--- src/rtl/i2c_master_arbiter.sv ---
// Round-robin arbiter that shares one i2c master command port between NUM_REQ
// requesters, one single-byte transaction at a time, with a WAIT-state timeout.
module i2c_master_arbiter #(
  parameter int NUM_REQ = 4,
  parameter int ADDR_W  = 7,
  parameter int DATA_W  = 8,
  parameter int TIMEOUT = 1024
) (
  input  logic                      clk,
  input  logic                      rst,
  input  logic [NUM_REQ-1:0]        req,
  input  logic [NUM_REQ-1:0]        req_rw,
  input  logic [NUM_REQ*ADDR_W-1:0] req_addr,
  input  logic [NUM_REQ*DATA_W-1:0] req_wdata,
  output logic [NUM_REQ-1:0]        gnt,
  output logic [NUM_REQ-1:0]        done,
  output logic [NUM_REQ-1:0]        err,
  output logic [DATA_W-1:0]         rdata,
  output logic                      busy,
  output logic                      m_start,
  output logic                      m_rw,
  output logic [ADDR_W-1:0]         m_addr,
  output logic [DATA_W-1:0]         m_wdata,
  output logic                      m_abort,
  input  logic                      m_busy,
  input  logic                      m_done,
  input  logic                      m_nack,
  input  logic [DATA_W-1:0]         m_rdata
);

  localparam int PTR_W = (NUM_REQ > 1) ? $clog2(NUM_REQ) : 1;
  localparam int CNT_W = (TIMEOUT > 2) ? $clog2(TIMEOUT) : 1;

  typedef enum logic [1:0] {IDLE, LAUNCH, WAIT, FINISH} state_t;

  // All FSM state lives in one struct so checkers can probe ctrl_q directly.
  typedef struct packed {
    state_t           state;
    logic [PTR_W-1:0] rr_ptr;
    logic [PTR_W-1:0] win;
    logic [CNT_W-1:0] cnt;
  } ctrl_t;

  ctrl_t ctrl_q, ctrl_d;

  logic [NUM_REQ-1:0] gnt_d, done_d, err_d;
  logic [DATA_W-1:0]  rdata_d, m_wdata_d;
  logic [ADDR_W-1:0]  m_addr_d;
  logic               busy_d, m_rw_d, m_abort_d;

  logic [PTR_W-1:0]   pick, cand;
  logic               found;

  logic [ADDR_W-1:0]  addr_arr  [NUM_REQ];
  logic [DATA_W-1:0]  wdata_arr [NUM_REQ];

  for (genvar g = 0; g < NUM_REQ; g++) begin : g_unpack
    assign addr_arr[g]  = req_addr[g*ADDR_W +: ADDR_W];
    assign wdata_arr[g] = req_wdata[g*DATA_W +: DATA_W];
  end

  // First set request at or above the RR pointer, wrapping.
  always_comb begin
    pick  = ctrl_q.rr_ptr;
    cand  = '0;
    found = 1'b0;
    for (int i = 0; i < NUM_REQ; i++) begin
      cand = PTR_W'((int'(ctrl_q.rr_ptr) + i) % NUM_REQ);
      if (!found && req[cand]) begin
        found = 1'b1;
        pick  = cand;
      end
    end
  end

  // Handshake: a requester holds req and its inputs until its one-cycle
  // done/err pulse; the grant-time latched copy drives the master, so later
  // input changes are ignored, and req must drop the cycle after the pulse.
  always_comb begin
    ctrl_d    = ctrl_q;
    gnt_d     = gnt;
    done_d    = '0;
    err_d     = '0;
    m_abort_d = 1'b0;
    rdata_d   = rdata;
    m_rw_d    = m_rw;
    m_addr_d  = m_addr;
    m_wdata_d = m_wdata;
    case (ctrl_q.state)
      IDLE: begin
        if (|req) begin
          ctrl_d.state = LAUNCH;
          ctrl_d.win   = pick;
          gnt_d        = '0;
          gnt_d[pick]  = 1'b1;
          m_rw_d       = req_rw[pick];
          m_addr_d     = addr_arr[pick];
          m_wdata_d    = wdata_arr[pick];
        end
      end
      LAUNCH: begin
        if (!m_busy) begin
          ctrl_d.state = WAIT;
          ctrl_d.cnt   = '0;
        end
      end
      WAIT: begin
        ctrl_d.cnt = ctrl_q.cnt + 1'b1;
        if (m_done) begin
          ctrl_d.state = FINISH;
          if (m_nack) begin
            err_d = gnt;
          end else begin
            done_d = gnt;
            if (m_rw) rdata_d = m_rdata;
          end
        end else if (ctrl_q.cnt == CNT_W'(TIMEOUT - 2)) begin
          // Counter reaches TIMEOUT-1 on this edge: abort the master.
          ctrl_d.state = FINISH;
          err_d        = gnt;
          m_abort_d    = 1'b1;
        end
      end
      FINISH: begin
        ctrl_d.state  = IDLE;
        gnt_d         = '0;
        ctrl_d.rr_ptr = (int'(ctrl_q.win) == NUM_REQ - 1) ? '0 : ctrl_q.win + 1'b1;
      end
      default: ctrl_d.state = IDLE;
    endcase
    busy_d = (ctrl_d.state != IDLE);
  end

  always_ff @(posedge clk or negedge rst) begin
    if (!rst) begin
      ctrl_q  <= '0;
      gnt     <= '0;
      done    <= '0;
      err     <= '0;
      rdata   <= '0;
      busy    <= 1'b0;
      m_rw    <= 1'b0;
      m_addr  <= '0;
      m_wdata <= '0;
      m_abort <= 1'b0;
    end else begin
      ctrl_q  <= ctrl_d;
      gnt     <= gnt_d;
      done    <= done_d;
      err     <= err_d;
      rdata   <= rdata_d;
      busy    <= busy_d;
      m_rw    <= m_rw_d;
      m_addr  <= m_addr_d;
      m_wdata <= m_wdata_d;
      m_abort <= m_abort_d;
    end
  end

  assign m_start = (ctrl_q.state == LAUNCH) && !m_busy;

endmodule

--- config.mk ---
export PLATFORM = sky130hd
export DESIGN_NAME = i2c_master_arbiter
export DESIGN_NICKNAME = d
export VERILOG_FILES = /design/src/rtl/i2c_master_arbiter.sv
export SDC_FILE = /design/constraint.sdc
export NUM_CORES = 1
export LEC_CHECK = 0
export ABC_AREA = 1
export CORE_MARGIN = 2
export CORE_UTILIZATION = 25
export CTS_CLUSTER_SIZE = 16
export DETAILED_ROUTE_END_ITERATION = 8
export PLACE_DENSITY = 0.62
export SLEW_MARGIN = 15
export SYNTH_ARGS = -nofsm -noshare
export SYNTH_HDL_FRONTEND = slang
export SYNTH_SLANG_ARGS = --single-unit
export TNS_END_PERCENT = 5
--- constraint.sdc ---
create_clock -name clk -period 1.8 [get_ports clk]
set_input_delay 0.36 -clock clk [delete_from_list [all_inputs] [get_ports clk]]
set_output_delay 0.36 -clock clk [all_outputs]
set_load 0.02 [all_outputs]
# Yosys cells after proc, flatten, opt, wreduce, memory -nomap -nowiden
# Cells that the tools add are included.
dict set report word_totals {
  regBits 54
  input_bits 81
  out_inout_bits 39
  word_cells 96
}
dict set report op_classes {
  addsub 5
  order_cmp 7
  eq_ne 7
  mux 44
  n_bitwise 2
  n_reduce_logical 18
}
# operator count
set ops {}
lappend ops {{4-bit 2-to-1 mux} 8}
lappend ops {{10-bit case mux with 2 select lines} 1}
lappend ops {{8-bit binary-select mux with 2-bit select} 1}
lappend ops {{2-bit 2-to-1 mux} 8}
lappend ops {{8-bit 2-to-1 mux} 2}
lappend ops {{2-bit by 3-bit less-than comparator with 1-bit output (second input constant)} 5}
lappend ops {{7-bit binary-select mux with 2-bit select} 1}
lappend ops {{7-bit 2-to-1 mux} 2}
lappend ops {{1-bit 2-to-1 mux} 12}
lappend ops {{10-bit by 1-bit adder with 10-bit output (second input constant)} 1}
lappend ops {{1-bit binary-select mux with 2-bit select} 5}
lappend ops {{10-bit equality test (second input constant)} 1}
lappend ops {{10-bit 2-to-1 mux} 1}
lappend ops {{2-bit case mux with 4 select lines} 1}
lappend ops {{4-bit case mux with 2 select lines} 1}
lappend ops {{2-bit AND reduction} 3}
lappend ops {{2-bit nonzero test} 3}
lappend ops {{1-bit logical AND} 5}
lappend ops {{2-bit by 1-bit adder with 2-bit output (second input constant)} 2}
lappend ops {{2-bit adder (second input constant)} 2}
lappend ops {{2-bit by 1-bit equality test with 1-bit output (second input constant)} 2}
lappend ops {{2-bit equality test (second input constant)} 2}
lappend ops {{1-bit zero test} 4}
lappend ops {{2-bit != test (second input constant)} 2}
lappend ops {{8 further kinds} 8}

# Longest topological paths before layout
# Gate-level depths: netlist (run 1).
dict set report depth {
  depth_word 18
  ltp_mapped 17
  depth_no_buf 16
}

# Worst setup path after synthesis (run 1)
# Ideal clock, no wire load.
dict set report synth_path {
  path_type {register to register}
  from {register ctrl_q[12] (netlist name)}
  to {register ctrl_q[11] (netlist name)}
  setup_time_ns 0.119
  t_arrival_ns 1.656
  t_required_ns 1.681
  path_slack_ns 0.025
  path_stages_with_launch 14
  path_buffers 2
  period_less_slack_ns 1.775
  path_cell_list {dfrtp_1 buf_4 nand2_1 nand3_1 nand2_2 inv_2 nor2_4 nand2_4 nor2_4 inv_2 nand2_4 buf_4 nand2_1 o21a_1}
}
dict set report synth_between {
  elab_chain_cells 12
  elab_cells_between_ends 23
  cone_classes {add/sub (3); mux (14); reduce/logical (6)}
}
# item line
set synth_lines {}
lappend synth_lines {{start, declared} 44} ;# ctrl_t ctrl_q, ctrl_d;
lappend synth_lines {{start signal, assigned} 147} ;# ctrl_q <= ctrl_d;
lappend synth_lines {{parallel branches: the longest is 11 deep, another holds 2-bit by 1-bit adder with 2-bit output} n/a}
lappend synth_lines {{2-bit 2-to-1 mux *} 69} ;# if (!found && req[cand]) begin
# Every way passes the cells marked *. The select of a mux whose other input is x is not followed.
# A chain may end at the register's enable or synchronous reset.

# Worst setup path after layout (run 1)
dict set report layout_path {
  from {register ctrl_q[12] (netlist name)}
  to {register m_rw}
}
dict set report layout_between {
  elab_chain_cells 14
  elab_cells_between_ends 25
  cone_classes {add/sub (3); mux (16); reduce/logical (6)}
}
# item line
set layout_lines {}
lappend layout_lines {{parallel branches: the longest is 11 deep, another holds 2-bit by 1-bit adder with 2-bit output} n/a}
lappend layout_lines {{2-bit 2-to-1 mux *} 69}
lappend layout_lines {{1-bit binary-select mux with 2-bit select *} 96} ;# m_rw_d = req_rw[pick];
lappend layout_lines {{1-bit 2-to-1 mux (implied by the code) *} 96}
lappend layout_lines {{end signal, assigned} 153} ;# m_rw <= m_rw_d;
lappend layout_lines {{end, declared} 21} ;# output logic m_rw,
# Marks and branches as above.

==> summary.txt, run 1 <==
Placement
  – Port Buffers: 119
  – Post-detail-place hpwl: 7.43 mm
  – Gpl congestion: 0.821
  – Dpl ws: -0.442 ns

Worst setup path
  – R2r worst-path depth: 16
  – Reg2reg start: ctrl_q[12]
  – Crit Path Category: reg -> reg
  – R2R setup slack: -0.15 ns
  – Worst Path Required: 1.99 ns
  – Setup crit start kind: flip-flop
  – R2R Path End: m_rw
  – Crit path DAT: 2.14 ns
  – CP Capture Type: flip-flop
  – Max FO, Critical Path: 15

Drt
  – DRC viols: 0
  – Via density: 4.35
  – WL final: 9.63 mm
  – Starting DRT DRC Count: 133
  – Drt wl/cell: 12.6 µm
  – First-pass iteration count of the detailed router: 4
  – Via count of the routed design: 3339
  – Final ANT Viol Nets: 0

Floorplan
  – Die width: 117 µm
  – Die Height: 117 µm
  – Io pins: 120
  – Row Count: 41
  – Initial Util: 25.5%
  – Die area: 13700 µm²
  – Core area: 12600 µm²

Cells and area
  – Final Util: 40.3%
  – Proportion of layout cells with a drive suffix above 1: 15.0%
  – P&R area growth vs syn: 58.1%
  – Antenna fix cells: 0
  – Nets: 678

STA
  – Clock period minus worst slack: 1.95 ns
  – Slew @ Worst Pin: 0.532 ns
  – Hold Vio Cnt, Final: 0
  – Slew margin rel.: 64.5%
  – Final setup viols: 21
  – Slew Viols, Final: 0
  – Clk_skew: 0.00468 ns
  – Fin crit share: 108%
  – Maximum clock rate: 513 MHz
  – Final WS setup: -0.148 ns
  – RSZ-0062 raised after global routing: yes

Status
  – Violated checks: setup timing
  – Status: finished, violations left

Clock network
  – Total CTS buffers: 5
  – Root Buffer: clkbuf_16
  – # hold bufs at CTS: 0
  – CTS tree: yes
  – CTS Buffer Depth: 2
  – H-tree levels: 2
  – CTS Sinks: 54
  – Clk_lat worst skew: 0.29 ns
  – CTS clk-pin slew, worst paths: 0.07 ns

GRT
  – Grt total ovfl: 0
  – First-pass GRT wire length: 16.0 mm
  – GR Util All Layers: 14.8%
  – Initial antenna violation count: 0
  – Vias in the first global route: 3331
  – Largest net degree at the start of global routing: 26

Yosys
  – Net Count, Synth: 532
  – Synth Instances: 448
  – YS warnings: 0
  – Synth cell types: 31
  – Syn_area_per_cell: 7.15 µm²
  – Seq/Total Area, Yosys: 42.2%
  – Yosys reg bits: 54
  – Cell area after synthesis: 3200 µm²

Power
  – Leak: 2.49 nW
  – Pwr dens: 1750 nW/µm²
  – Worst vdd ir: 1010 µV

Hold path
  – Worst hold path class: in -> async

Job
  – # Max-Cap Violations: 0
## worst max-delay path by stage
stage / from / end / slack [ns]
6_report: ctrl_q[12] / m_rw / -0.15
5_1_grt: ctrl_q[12] / m_addr[0] / -0.31
4_1_cts: ctrl_q[12] / m_addr[2] / -0.14
3_3_place_gp: req[3] / m_addr[2] / -0.40
3_5_place_dp: req[3] / m_addr[2] / -0.44
2_1_floorplan: ctrl_q[12] / ctrl_q[11] / 0.02
## synth_stat cells (all sizes together)
cell    instances  area [µm²]
a22oi           1        7.51
nand2         230         918
o22ai           2        12.5
o21ai          12        60.1
nand4           2        12.5
nor3           11        55.1
inv            36         135
ha              3        37.5
clkbuf          5        18.8
nand3          47         245
dfrtp          54        1350
a21oi           5        36.3
o31ai           1        7.51
buf            12        95.1
nor2           13        63.8
o21a            1        7.51
o32ai           1        8.76
nor4            2        18.8
mux2            9         101
a32o            1        10.0
## stage by stage
stage | hold slack (ns) | area, µm² | std cells | setup TNS [ns] | total power, mW
after global routing | 0.0754 | 5060 | 767 | -5.42 | 9.73
final | 0.0435 | 5060 | 767 | -2.28 | 8.88
after detailed placement | 0.368 | 4830 | 756 | -9.96 | 7.68
after floorplan | 0.0644 | 3200 | 448 | 0 | 5.52
after CTS | 0.0530 | 5020 | 766 | -1.96 | 8.84
after global placement | 0.362 | 4830 | 756 | -9.33 | 7.62
## final cells by class
class                   count  area, µm²
clock buffers               7        153
fillers                  1295       7500
flip-flops and latches     54       1350
well taps                 172        215
clock inverters             1       8.76
inverters                  36        140
repair buffers            156       1550
multi-input cells         341       1650
## flip-flops by register name (all words and copies together) (netlist names)
name     flops
m_abort      1
done         4
gnt          4
m_addr       7
m_wdata      8
rdata        8
m_rw         1
err          4
ctrl_q      16
busy         1
## report_power, final
part	switching (mW)	internal (mW)	leakage (nW)
Sequential	0.274	1.62	0.700
Clock	0.441	0.595	0.0801
Combinational	3.35	2.59	1.71
Total	4.07	4.81	2.49
## routing by layer
layer	global-route usage [%]	wire length, µm
met5	0	0
met2	24.9	4490
met4	4.94	133
met3	2.37	445
met1	19.6	4560
## cells by family (layout without fill, tap and decap cells)
logic type	count (synthesis)	count (layout)	synth area share, %
and+or+nand+nor	305	305	41.0
DFF	54	54	42.2
buffers and inverters	53	200	7.77
AOI/OAI and AO/OA	24	24	4.69
muxes	9	9	3.16
adders and majority gates	3	3	1.17
## cell usage in the layout, fill, tap and decap left out, types with 3 or more instances in the layout
cell / count
inv_2: 4
nand2_2: 12
nor2_1: 11
mux2_2: 8
clkdlybuf4s50_1: 114
ha_1: 3
nand3_1: 44
nand3_2: 3
nand2_4: 5
dfrtp_1: 53
inv_1: 30
o21ai_1: 5
o21ai_0: 7
nand2_1: 212
buf_4: 29
a21oi_1: 4
buf_12: 6
nor3_1: 9
clkbuf_16: 5
## timing repair
item | in CTS | in global routing
endpoints found under the setup margin | 22 | 23
pin swaps | 6 | 8
buffers inserted | 2 | 1
resized for setup | 12 | 10
## critical path, stage by stage (launching register included)
cell,delay (ns)
dfrtp_1,0.43
buf_6,0.17
nand2_2,0.07
nand3_1,0.12
nand2_4,0.11
inv_2,0.05
nor2_4,0.12
nand2_4,0.10
nand2_8,0.10
nand2_4,0.08
buf_12,0.15
nand2_1,0.05
nand2_1,0.05
nand2_1,0.07
nand2_1,0.06
nand2_1,0.07
nand2_1,0.05
Note: power is estimated with default switching activity, not from simulation.
==> run 2, diff against run 1 <==
Settings changed: CORE_UTILIZATION 25 to 35, PLACE_DENSITY 0.62 to 0.78, SETUP_SLACK_MARGIN from default to 0.05, TNS_END_PERCENT 5 to 20.
==> summary.txt, run 2 (same netlist as run 1, synthesis figures left out) <==
GRT
  – Initial antenna violation count: 0
  – Grt total ovfl: 0
  – Vias in the first global route: 3369
  – Largest net degree at the start of global routing: 33
  – GR Util All Layers: 18.4%
  – First-pass GRT wire length: 15.0 mm

Cells and area
  – Proportion of layout cells with a drive suffix above 1: 15.9%
  – Sequential Area: 1350 µm²
  – Antenna fix cells: 0
  – Nets: 681
  – Commonest non-fill, non-tap cell in the layout: nand2_1
  – Largest Register: ctrl_q
  – Layout Cells excl Fill: 706
  – Layout filler cell count: 799
  – Multi-input gate area: 1700 µm²
  – Most frequent cells in the layout: nand2_1 (212), clkdlybuf4s50_1 (112), dfrtp_1 (52)
  – P&R area growth vs syn: 56.5%
  – Max FFs per register: 16
  – Largest registers: ctrl_q x16, m_wdata x8, rdata x8

Worst setup path
  – Worst path max stage delay: 0.45 ns
  – CP max stage cell: dfrtp_2
  – CP Capture Type: flip-flop
  – Most common cell on crit path: nand2_1
  – Crit Path Category: reg -> reg
  – Crit path DAT: 2.14 ns
  – Crit-path cells: buf_6 -> nand2_4 -> nand3_2 -> nand2_4 -> inv_2 -> nor2_4 -> nand2_4 -> nand2_8 -> nand2_8 -> buf_4 -> nand2_1 -> nand2_1 -> nand2_1 -> nand2_1 -> nand2_1 -> nand2_1
  – Setup crit start kind: flip-flop
  – Worst Path Required: 2.00 ns
  – Max FO, Critical Path: 6

Placement
  – Port Buffers: 119
  – Cells after DPL: 687
  – Post-detail-place hpwl: 6.94 mm
  – Gpl congestion: 0.839

STA
  – RSZ-0062 raised after global routing: yes
  – Maximum clock rate: 515 MHz
  – Slew @ Worst Pin: 0.357 ns
  – Clock period minus worst slack: 1.94 ns
  – Slew margin rel.: 76.2%
  – Fin crit share: 108%
  – Hold Vio Cnt, Final: 0
  – TNS Setup: -1.89 ns
  – Clk_skew: 0.00346 ns
  – Final setup viols: 18
  – Slew Viols, Final: 0
  – Final WS setup: -0.140 ns

Drt
  – First-pass iteration count of the detailed router: 6
  – WL final: 9.35 mm
  – Via count of the routed design: 3365
  – Starting DRT DRC Count: 94
  – Via density: 4.77
  – Final ANT Viol Nets: 0
  – DRC viols: 0
  – Drt wl/cell: 13.2 µm

Clock network
  – H-tree levels: 2
  – Total CTS buffers: 5
  – CTS clk-pin slew, worst paths: 0.09 ns
  – CTS tree: yes
  – CTS Sinks: 54
  – CTS Buffer Depth: 2
  – Clk_lat worst skew: 0.30 ns
  – Root Buffer: clkbuf_8

Power
  – Combinational share of power: 70.2%
  – Sw frac: 46.8%
  – Leak: 2.51 nW
  – Worst vdd ir: 815 µV
  – Cell Int Power: 4.76 mW
  – Part of the power in registers: 21.2%
  – Pwr Total: 8.95 mW
  – Clock power frac: 8.6%
  – Pwr dens: 1790 nW/µm²
  – Switching pwr: 4.19 mW

Hold path
  – Worst hold path class: in -> async

Status
  – Violated checks: setup timing
  – Status: finished, violations left

Job
  – # Max-Cap Violations: 0

Floorplan
  – Core area: 8810 µm²
  – Die Height: 99.7 µm
  – Die area: 9930 µm²
  – Die width: 99.7 µm
  – Initial Util: 36.4%
  – Row Count: 34
  – Io pins: 120
-- run 2: repair_timing --
| action | in CTS | in global routing |
|---|---|---|
| gates cloned | 1 | 4 |
| endpoints found under the setup margin | 22 | 38 |
| gates resized for setup | 12 | 21 |
| setup buffers | 4 | 1 |
| hold endpoints to repair | 13 | 0 |
| hold buffers | 1 | 0 |
| pin swaps | 5 | 11 |
-- run 2: layout make-up --
| type | instances | share of cell area [%] |
|---|---|---|
| multi-input combinational | 342 | 33.8 |
| timing repair buffer | 158 | 31.5 |
| tap | 108 | 2.70 |
| inverter | 36 | 2.75 |
| clock buffer | 8 | 2.20 |
| sequential | 54 | 27.0 |
-- run 2: critical path: cells and delay by family (launching register included) --
| kind | cells | cell delay (ns) |
|---|---|---|
| buffers and inverters | 3 | 0.37 |
| and+or+nand+nor | 13 | 1.02 |
| DFF | 1 | 0.45 |
-- run 2: routing by layer --
metal,vias up,track usage [%],wire length [µm]
met3,14,3.30,509
met2,113,32.7,4560
met1,1536,22.8,4070
li1,1702,-,-
met5,-,0,0
met4,0,5.58,214
-- run 2: power groups by stage --
stage / clock network, mW / registers [mW] / logic [mW]
3_5_place_dp: 0 / 1.90 / 5.45
2_1_floorplan: 0 / 2.21 / 3.38
3_3_place_gp: 0 / 1.89 / 5.32
6_report: 0.769 / 1.90 / 6.28
4_1_cts: 0.792 / 1.89 / 5.65
5_1_grt: 0.824 / 1.95 / 6.98
-- run 2: stage by stage --
step           utilization [%]  setup slack, ns  area (µm²)  hold slack (ns)
2_1_floorplan                -           0.0579        3220           0.0644
3_3_place_gp              53.2           -0.419        4680            0.304
3_5_place_dp              53.2           -0.514        4680            0.303
4_1_cts                   55.2           -0.118        4860            0.489
5_1_grt                   56.9           -0.304        5010            0.515
6_report                  56.9           -0.140        5010            0.487
-- run 2: worst paths after layout --
kind,from,end,slack [ns],cells past startpoint
hold / removal,rst,rdata[7],0.49,2
setup reg to reg,ctrl_q[12],m_addr[5],-0.14,16
min in group clk,ctrl_q[10],ctrl_q[12],0.49,1
max in group asynchronous,rst,ctrl_q[1],0.66,3
hold reg to reg,ctrl_q[10],ctrl_q[12],0.49,1
setup / recovery,ctrl_q[12],m_addr[5],-0.14,16
